`src/rtl/note_highway.sv`:
```
// Note highway: up to NROWS lane-mask rows scroll down the screen and are drawn per scan position.
// Optional pad-hit judging is compiled in with `define HIT_WINDOW_EN.
module note_highway #(
    parameter int              LANES  = 5,
    parameter int              NROWS  = 4,
    parameter int              X0     = 80,
    parameter int              PITCH  = 96,
    parameter int              SIZE   = 64,
    parameter int              END_Y  = 480,
    parameter logic [LANES*8-1:0] COLORS = {8'hF8, 8'h03, 8'hFC, 8'h1C, 8'hE0},
    parameter logic [7:0]      BG     = 8'hFF,
    parameter int              HIT_Y0 = 384,
    parameter int              HIT_Y1 = 448
) (
    input  logic             clk,
    input  logic             reset,
    input  logic             clear,
    input  logic             video_on,
    input  logic [9:0]       presentX,
    input  logic [9:0]       presentY,
    input  logic             frame_tick,
    input  logic [2:0]       speed,
    input  logic             spawn_valid,
    input  logic [LANES-1:0] spawn_mask,
    output logic             spawn_ready,
    input  logic [LANES-1:0] pad,
    output logic [7:0]       pixel,
    output logic             pintar,
    output logic             hit_valid,
    output logic [LANES-1:0] hit_mask,
    output logic             retire_valid,
    output logic [LANES-1:0] miss_mask
);

    logic [NROWS-1:0] active_q, active_d;
    logic [10:0]      pos_q  [NROWS];
    logic [10:0]      pos_d  [NROWS];
    logic [LANES-1:0] mask_q [NROWS];
    logic [LANES-1:0] mask_d [NROWS];

    logic             retire_valid_q, retire_valid_d;
    logic [LANES-1:0] miss_mask_q, miss_mask_d;
    logic [7:0]       pixel_q, pixel_d;
    logic             pintar_q, pintar_d;

    logic             spawn_found;
    logic [10:0]      step_pos;

`ifdef HIT_WINDOW_EN
    logic [LANES-1:0] hit_mask_q, hit_mask_d;
    logic             best_found;
    int               best_r;
    logic [10:0]      best_pos;
`else
    logic             unused_hit_cfg;
    assign unused_hit_cfg = ^{pad, HIT_Y0[0], HIT_Y1[0]};
`endif

    assign spawn_ready = |(~active_q);

    // NOTE: combinational blocks use blocking assignments and give every target a default first, so no latches appear.
    always_comb begin
        active_d       = active_q;
        pos_d          = pos_q;
        mask_d         = mask_q;
        retire_valid_d = 1'b0;
        miss_mask_d    = '0;
        spawn_found    = 1'b0;
        step_pos       = '0;
`ifdef HIT_WINDOW_EN
        hit_mask_d = '0;
        best_found = 1'b0;
        best_r     = 0;
        best_pos   = '0;
        // Hits land before retirement so a hit lane never shows up as a miss.
        for (int k = 0; k < LANES; k++) begin
            best_found = 1'b0;
            best_r     = 0;
            best_pos   = '0;
            if (pad[k]) begin
                for (int r = 0; r < NROWS; r++) begin
                    if (active_q[r] && mask_q[r][k] &&
                        pos_q[r] >= 11'(HIT_Y0) && pos_q[r] <= 11'(HIT_Y1) &&
                        (!best_found || pos_q[r] > best_pos)) begin
                        best_found = 1'b1;
                        best_r     = r;
                        best_pos   = pos_q[r];
                    end
                end
                if (best_found) begin
                    hit_mask_d[k] = 1'b1;
                    for (int r = 0; r < NROWS; r++) begin
                        if (r == best_r) mask_d[r][k] = 1'b0;
                    end
                end
            end
        end
`endif
        if (frame_tick) begin
            for (int r = 0; r < NROWS; r++) begin
                if (active_q[r]) begin
                    step_pos = pos_q[r] + 11'(speed);
                    if (step_pos >= 11'(END_Y)) begin
                        active_d[r]    = 1'b0;
                        retire_valid_d = 1'b1;
                        miss_mask_d    = miss_mask_d | mask_d[r];
                    end else begin
                        pos_d[r] = step_pos;
                    end
                end
            end
        end
        // Only slots free before this edge are eligible, so a slot retiring now is not reused until the next edge.
        if (spawn_valid && spawn_ready) begin
            for (int r = 0; r < NROWS; r++) begin
                if (!spawn_found && !active_q[r]) begin
                    spawn_found = 1'b1;
                    active_d[r] = 1'b1;
                    pos_d[r]    = '0;
                    mask_d[r]   = spawn_mask;
                end
            end
        end
        if (clear) begin
            active_d       = '0;
            retire_valid_d = 1'b0;
            miss_mask_d    = '0;
            for (int r = 0; r < NROWS; r++) begin
                pos_d[r]  = '0;
                mask_d[r] = '0;
            end
`ifdef HIT_WINDOW_EN
            hit_mask_d = '0;
`endif
        end
    end

    always_comb begin
        pintar_d = 1'b0;
        pixel_d  = BG;
        // Descending scan lets the lowest-index slot overwrite the colour last.
        for (int r = NROWS - 1; r >= 0; r--) begin
            for (int k = 0; k < LANES; k++) begin
                if (active_q[r] && mask_q[r][k] &&
                    {1'b0, presentX} >= 11'(X0 + k * PITCH) &&
                    {1'b0, presentX} <  11'(X0 + k * PITCH + SIZE) &&
                    {1'b0, presentY} >= pos_q[r] &&
                    {1'b0, presentY} <  pos_q[r] + 11'(SIZE)) begin
                    pintar_d = 1'b1;
                    if (video_on) pixel_d = COLORS[8*k +: 8];
                end
            end
        end
    end

    // NOTE: the slot arrays are a handful of flops, not a RAM, so they are reset along with everything else.
    always_ff @(posedge clk or posedge reset) begin
        if (reset) begin
            active_q       <= '0;
            retire_valid_q <= 1'b0;
            miss_mask_q    <= '0;
            pixel_q        <= BG;
            pintar_q       <= 1'b0;
            for (int r = 0; r < NROWS; r++) begin
                pos_q[r]  <= '0;
                mask_q[r] <= '0;
            end
        end else begin
            active_q       <= active_d;
            retire_valid_q <= retire_valid_d;
            miss_mask_q    <= miss_mask_d;
            pixel_q        <= pixel_d;
            pintar_q       <= pintar_d;
            for (int r = 0; r < NROWS; r++) begin
                pos_q[r]  <= pos_d[r];
                mask_q[r] <= mask_d[r];
            end
        end
    end

`ifdef HIT_WINDOW_EN
    always_ff @(posedge clk or posedge reset) begin
        if (reset) hit_mask_q <= '0;
        else       hit_mask_q <= hit_mask_d;
    end
    assign hit_mask  = hit_mask_q;
    assign hit_valid = |hit_mask_q;
`else
    assign hit_mask  = '0;
    assign hit_valid = 1'b0;
`endif

    assign pixel        = pixel_q;
    assign pintar       = pintar_q;
    assign retire_valid = retire_valid_q;
    assign miss_mask    = miss_mask_q;

endmodule
```
`config.mk`:
```
export PLATFORM = sky130hd
export DESIGN_NAME = note_highway
export DESIGN_NICKNAME = d
export VERILOG_FILES = /design/src/rtl/note_highway.sv
export SDC_FILE = /design/constraint.sdc
export NUM_CORES = 1
export LEC_CHECK = 0
export ABC_CLOCK_PERIOD_IN_PS = 3900
export CAP_MARGIN = 20
export CORE_AREA = 2 2 139 141
export CTS_BUF_LIST = sky130_fd_sc_hd__clkbuf_4 sky130_fd_sc_hd__clkbuf_8
export DETAILED_ROUTE_END_ITERATION = 10
export DIE_AREA = 0 0 141 143
export DONT_BUFFER_PORTS = 1
export GPL_TIMING_DRIVEN = 0
export SYNTH_ARGS = -nofsm -noshare
export SYNTH_HDL_FRONTEND = slang
export SYNTH_SLANG_ARGS = --single-unit
```
`constraint.sdc`:
```
create_clock -name clk -period 3.9 [get_ports clk]
set_input_delay 0.39 -clock clk [delete_from_list [all_inputs] [get_ports clk]]
set_output_delay 0.39 -clock clk [all_outputs]
set_load 0.02 [all_outputs]
```
==> flow_metrics.env <==
export IMPL_status="complete, no violations"
export IMPL_drt_initial_drc_count=356
export IMPL_crit_path_max_incr_delay_ps=660
export IMPL_area_delta_synth_final_pct=8.30
export IMPL_grt_pass1_wl_um=28000
export IMPL_mostFrequentLayoutCells="dfrtp_1, ha_1, nor2_1"
export IMPL_ys_ff_latch=79
export IMPL_die_w_um=141
export IMPL_setup_viol=0
export IMPL_globalplace_congestion=0.879
export IMPL_fmax_ghz=0.311
export IMPL_htreeDepth=3
export IMPL_worstPathArrival_ps=3540
export IMPL_rows=50
export IMPL_cts_tree="built"
export IMPL_clock_latency_ps=390
export IMPL_max_vdd_ir_drop_uv=132
export IMPL_hold_class="in2reg"
export IMPL_hold_viol=0
export IMPL_layout_nets=866
export IMPL_min_period_over_period=0.826
export IMPL_core_area_sq_mm=0.0186
export IMPL_grt_usage=0.177
export IMPL_netlist_instances=733
export IMPL_drc=0
export IMPL_cts_path_max_buffers=2
export IMPL_total_power_mw=1.68
export IMPL_tightest_slew_ps=756
export IMPL_diodes=0
export IMPL_antenna_found_initial=0
export IMPL_hpwl_um=13400
export IMPL_antenna_left=0
export IMPL_start_kind="flop"
export IMPL_synth_cell_types=74
export IMPL_portBuffers=0
export IMPL_cap_viol_max_count=0
export IMPL_power_density_mw_per_mm2=240
export IMPL_netlist_area_sq_mm=0.00645
export IMPL_synth_main_ff_cell="dfrtp_1"
export IMPL_fp_dieH_um=143
export IMPL_grt_max_degree=60
export IMPL_die_area_sq_mm=0.0202
export IMPL_synth_edff_count=0
export IMPL_cts_buffers=9
export IMPL_final_common_cell="dfrtp_1"
export IMPL_worst_path_max_delay_cell="a2111oi_2"
export IMPL_synth_async_sr_flop_share=1.00
export IMPL_wire_per_inst_um=17.4
export IMPL_crit_type="reg2reg"
export IMPL_endpoint_kind="flop"
export IMPL_cts_root_buf="clkbuf_8"
export IMPL_rsz0062_at_grt="no"
export IMPL_rrSetupSlack_ps=680
export IMPL_p_leak_nw=2.89
export IMPL_postCtsResizedCells=0
export IMPL_drt_pass1_iter_count=5
export IMPL_drt_total_wl_um=17200
export IMPL_ys_seq_area_frac=0.307
export IMPL_grt_overflow=0
export IMPL_drive_gt1_frac=0.0780
export IMPL_finClkSkew_ps=21.1
export IMPL_io_pins=61
export IMPL_grt_pass1_vias=5150
export IMPL_syn_area_per_cell_sq_um=8.80
export IMPL_cp_required_ps=4220
export IMPL_start_util=0.347
export IMPL_vias_per_cell=5.57
export IMPL_slew_headroom=0.492
export IMPL_ys_warn_count=0
export IMPL_clkTransAtPathRegs_ps=110
export IMPL_fin_crit_ps=3220
export IMPL_path_cells="ha_1 > fa_1 > a21oi_2 > or3b_1 > o22ai_1 > a2111oi_2 > o211ai_4 > or4_1 > a21oi_1"
export IMPL_slew_viol_final=0
export IMPL_vias=5512
export IMPL_numClockSinks=79
export IMPL_crit_fanout=9
export IMPL_cts_setup_buffers=0
export IMPL_n_fill_cell=1848
export IMPL_finalSetupTns_ps=0
==> stage by stage <==
stage | setup slack, ps | util | cell area (sq um) | hold slack [ps] | std cells
6_report | 680 | 0.376 | 6990 | 64.5 | 990
5_1_grt | 481 | 0.376 | 6990 | 49.4 | 990
4_1_cts | 653 | 0.376 | 6990 | 50.3 | 990
3_5_place_dp | 693 | 0.366 | 6800 | 257 | 973
3_3_place_gp | 289 | 0.364 | 6770 | 464 | 972
2_1_floorplan | 1110 | - | 6470 | 447 | 738
==> what timing repair did <==
item | CTS | global route
hold buffers | 1 | 0
hold endpoints to repair | 20 | 0
endpoints found under the setup margin | 0 | 0
==> power breakdown <==
| group | internal, mW | switching [mW] | leakage [nW] | total, mW |
|---|---|---|---|---|
| Combinational | 0.0860 | 0.139 | 1.71 | 0.225 |
| Clock | 0.246 | 0.367 | 0.0973 | 0.613 |
| Sequential | 0.829 | 0.0105 | 1.08 | 0.839 |
==> registers in the layout, summed over array words and instances (netlist names) <==
register and cells:
pixel 4, retire_valid 1, pos_q 44, miss_mask 5, mask_q 20, active_q 4, pintar 1
==> kinds of logic after synthesis <==
group	Yosys count	share of synthesized area
other cells	1	0.000581
buf+inv	82	0.0543
mux	21	0.0326
flops	79	0.307
fa+ha+maj	77	0.154
compound gates	194	0.215
simple gates	252	0.199
xor+xnor	27	0.0378
==> cell usage after synthesis, drive strengths merged, types with 5 or more instances <==
cell | number | area, sq um
or2 | 6 | 37.5
or4 | 6 | 45.0
o21ai | 21 | 105
mux2i | 21 | 210
nor3 | 12 | 65.1
and2 | 11 | 68.8
o22ai | 6 | 37.5
nand2b | 8 | 50.1
clkbuf | 12 | 45.0
dfrtp | 75 | 1880
or3 | 9 | 56.3
a21oi | 49 | 253
a22oi | 13 | 97.6
xnor2 | 22 | 200
inv | 54 | 203
nand2 | 51 | 191
o211ai | 16 | 134
nor2b | 7 | 43.8
a21o | 15 | 113
nor2 | 69 | 259
ha | 72 | 901
nand3 | 36 | 190
a311oi | 7 | 61.3
and3 | 6 | 37.5
buf | 16 | 103
nand4 | 10 | 62.6
a211oi | 14 | 123
xor2 | 5 | 43.8
o31ai | 9 | 67.6
==> area by class of cell <==
type                    instances  area (sq um)  share of cell area
multi-input cells             577          4140               0.592
flip-flops and latches         79          1980               0.284
well taps                     234           293              0.0419
inverters                      54           205              0.0294
plain buffers                  28           148              0.0211
clock buffers                   9           124              0.0177
clock inverters                 7          60.1             0.00859
repair buffers                  2          37.5             0.00537
==> worst max-delay path, delay by kind of cell, from the launching register on <==
kind | cells | cell delay [ps]
flops | 1 | 420
simple gates | 2 | 680
fa+ha+maj | 2 | 690
compound gates | 5 | 1360
==> layer usage <==
layer	up-vias	global-route usage	routed length, um
met5	-	0	0
met4	0	0.0505	280
met3	18	0.0366	1000
met2	148	0.268	7670
met1	2619	0.257	8260
li1	2727	-	-
==> worst paths after layout <==
check                              to  depth (start not counted)       from
max                          pos_q[6]                          9   pos_q[0]
min                          pixel[1]                          1   video_on
max reg2reg                  pos_q[6]                          9   pos_q[0]
min reg2reg                 mask_q[9]                          2  mask_q[9]
max in group asynchronous    pixel[2]                          3      reset
min in group asynchronous  mask_q[17]                          2      reset
No activity file was read; power rests on OpenSTA's default activity.
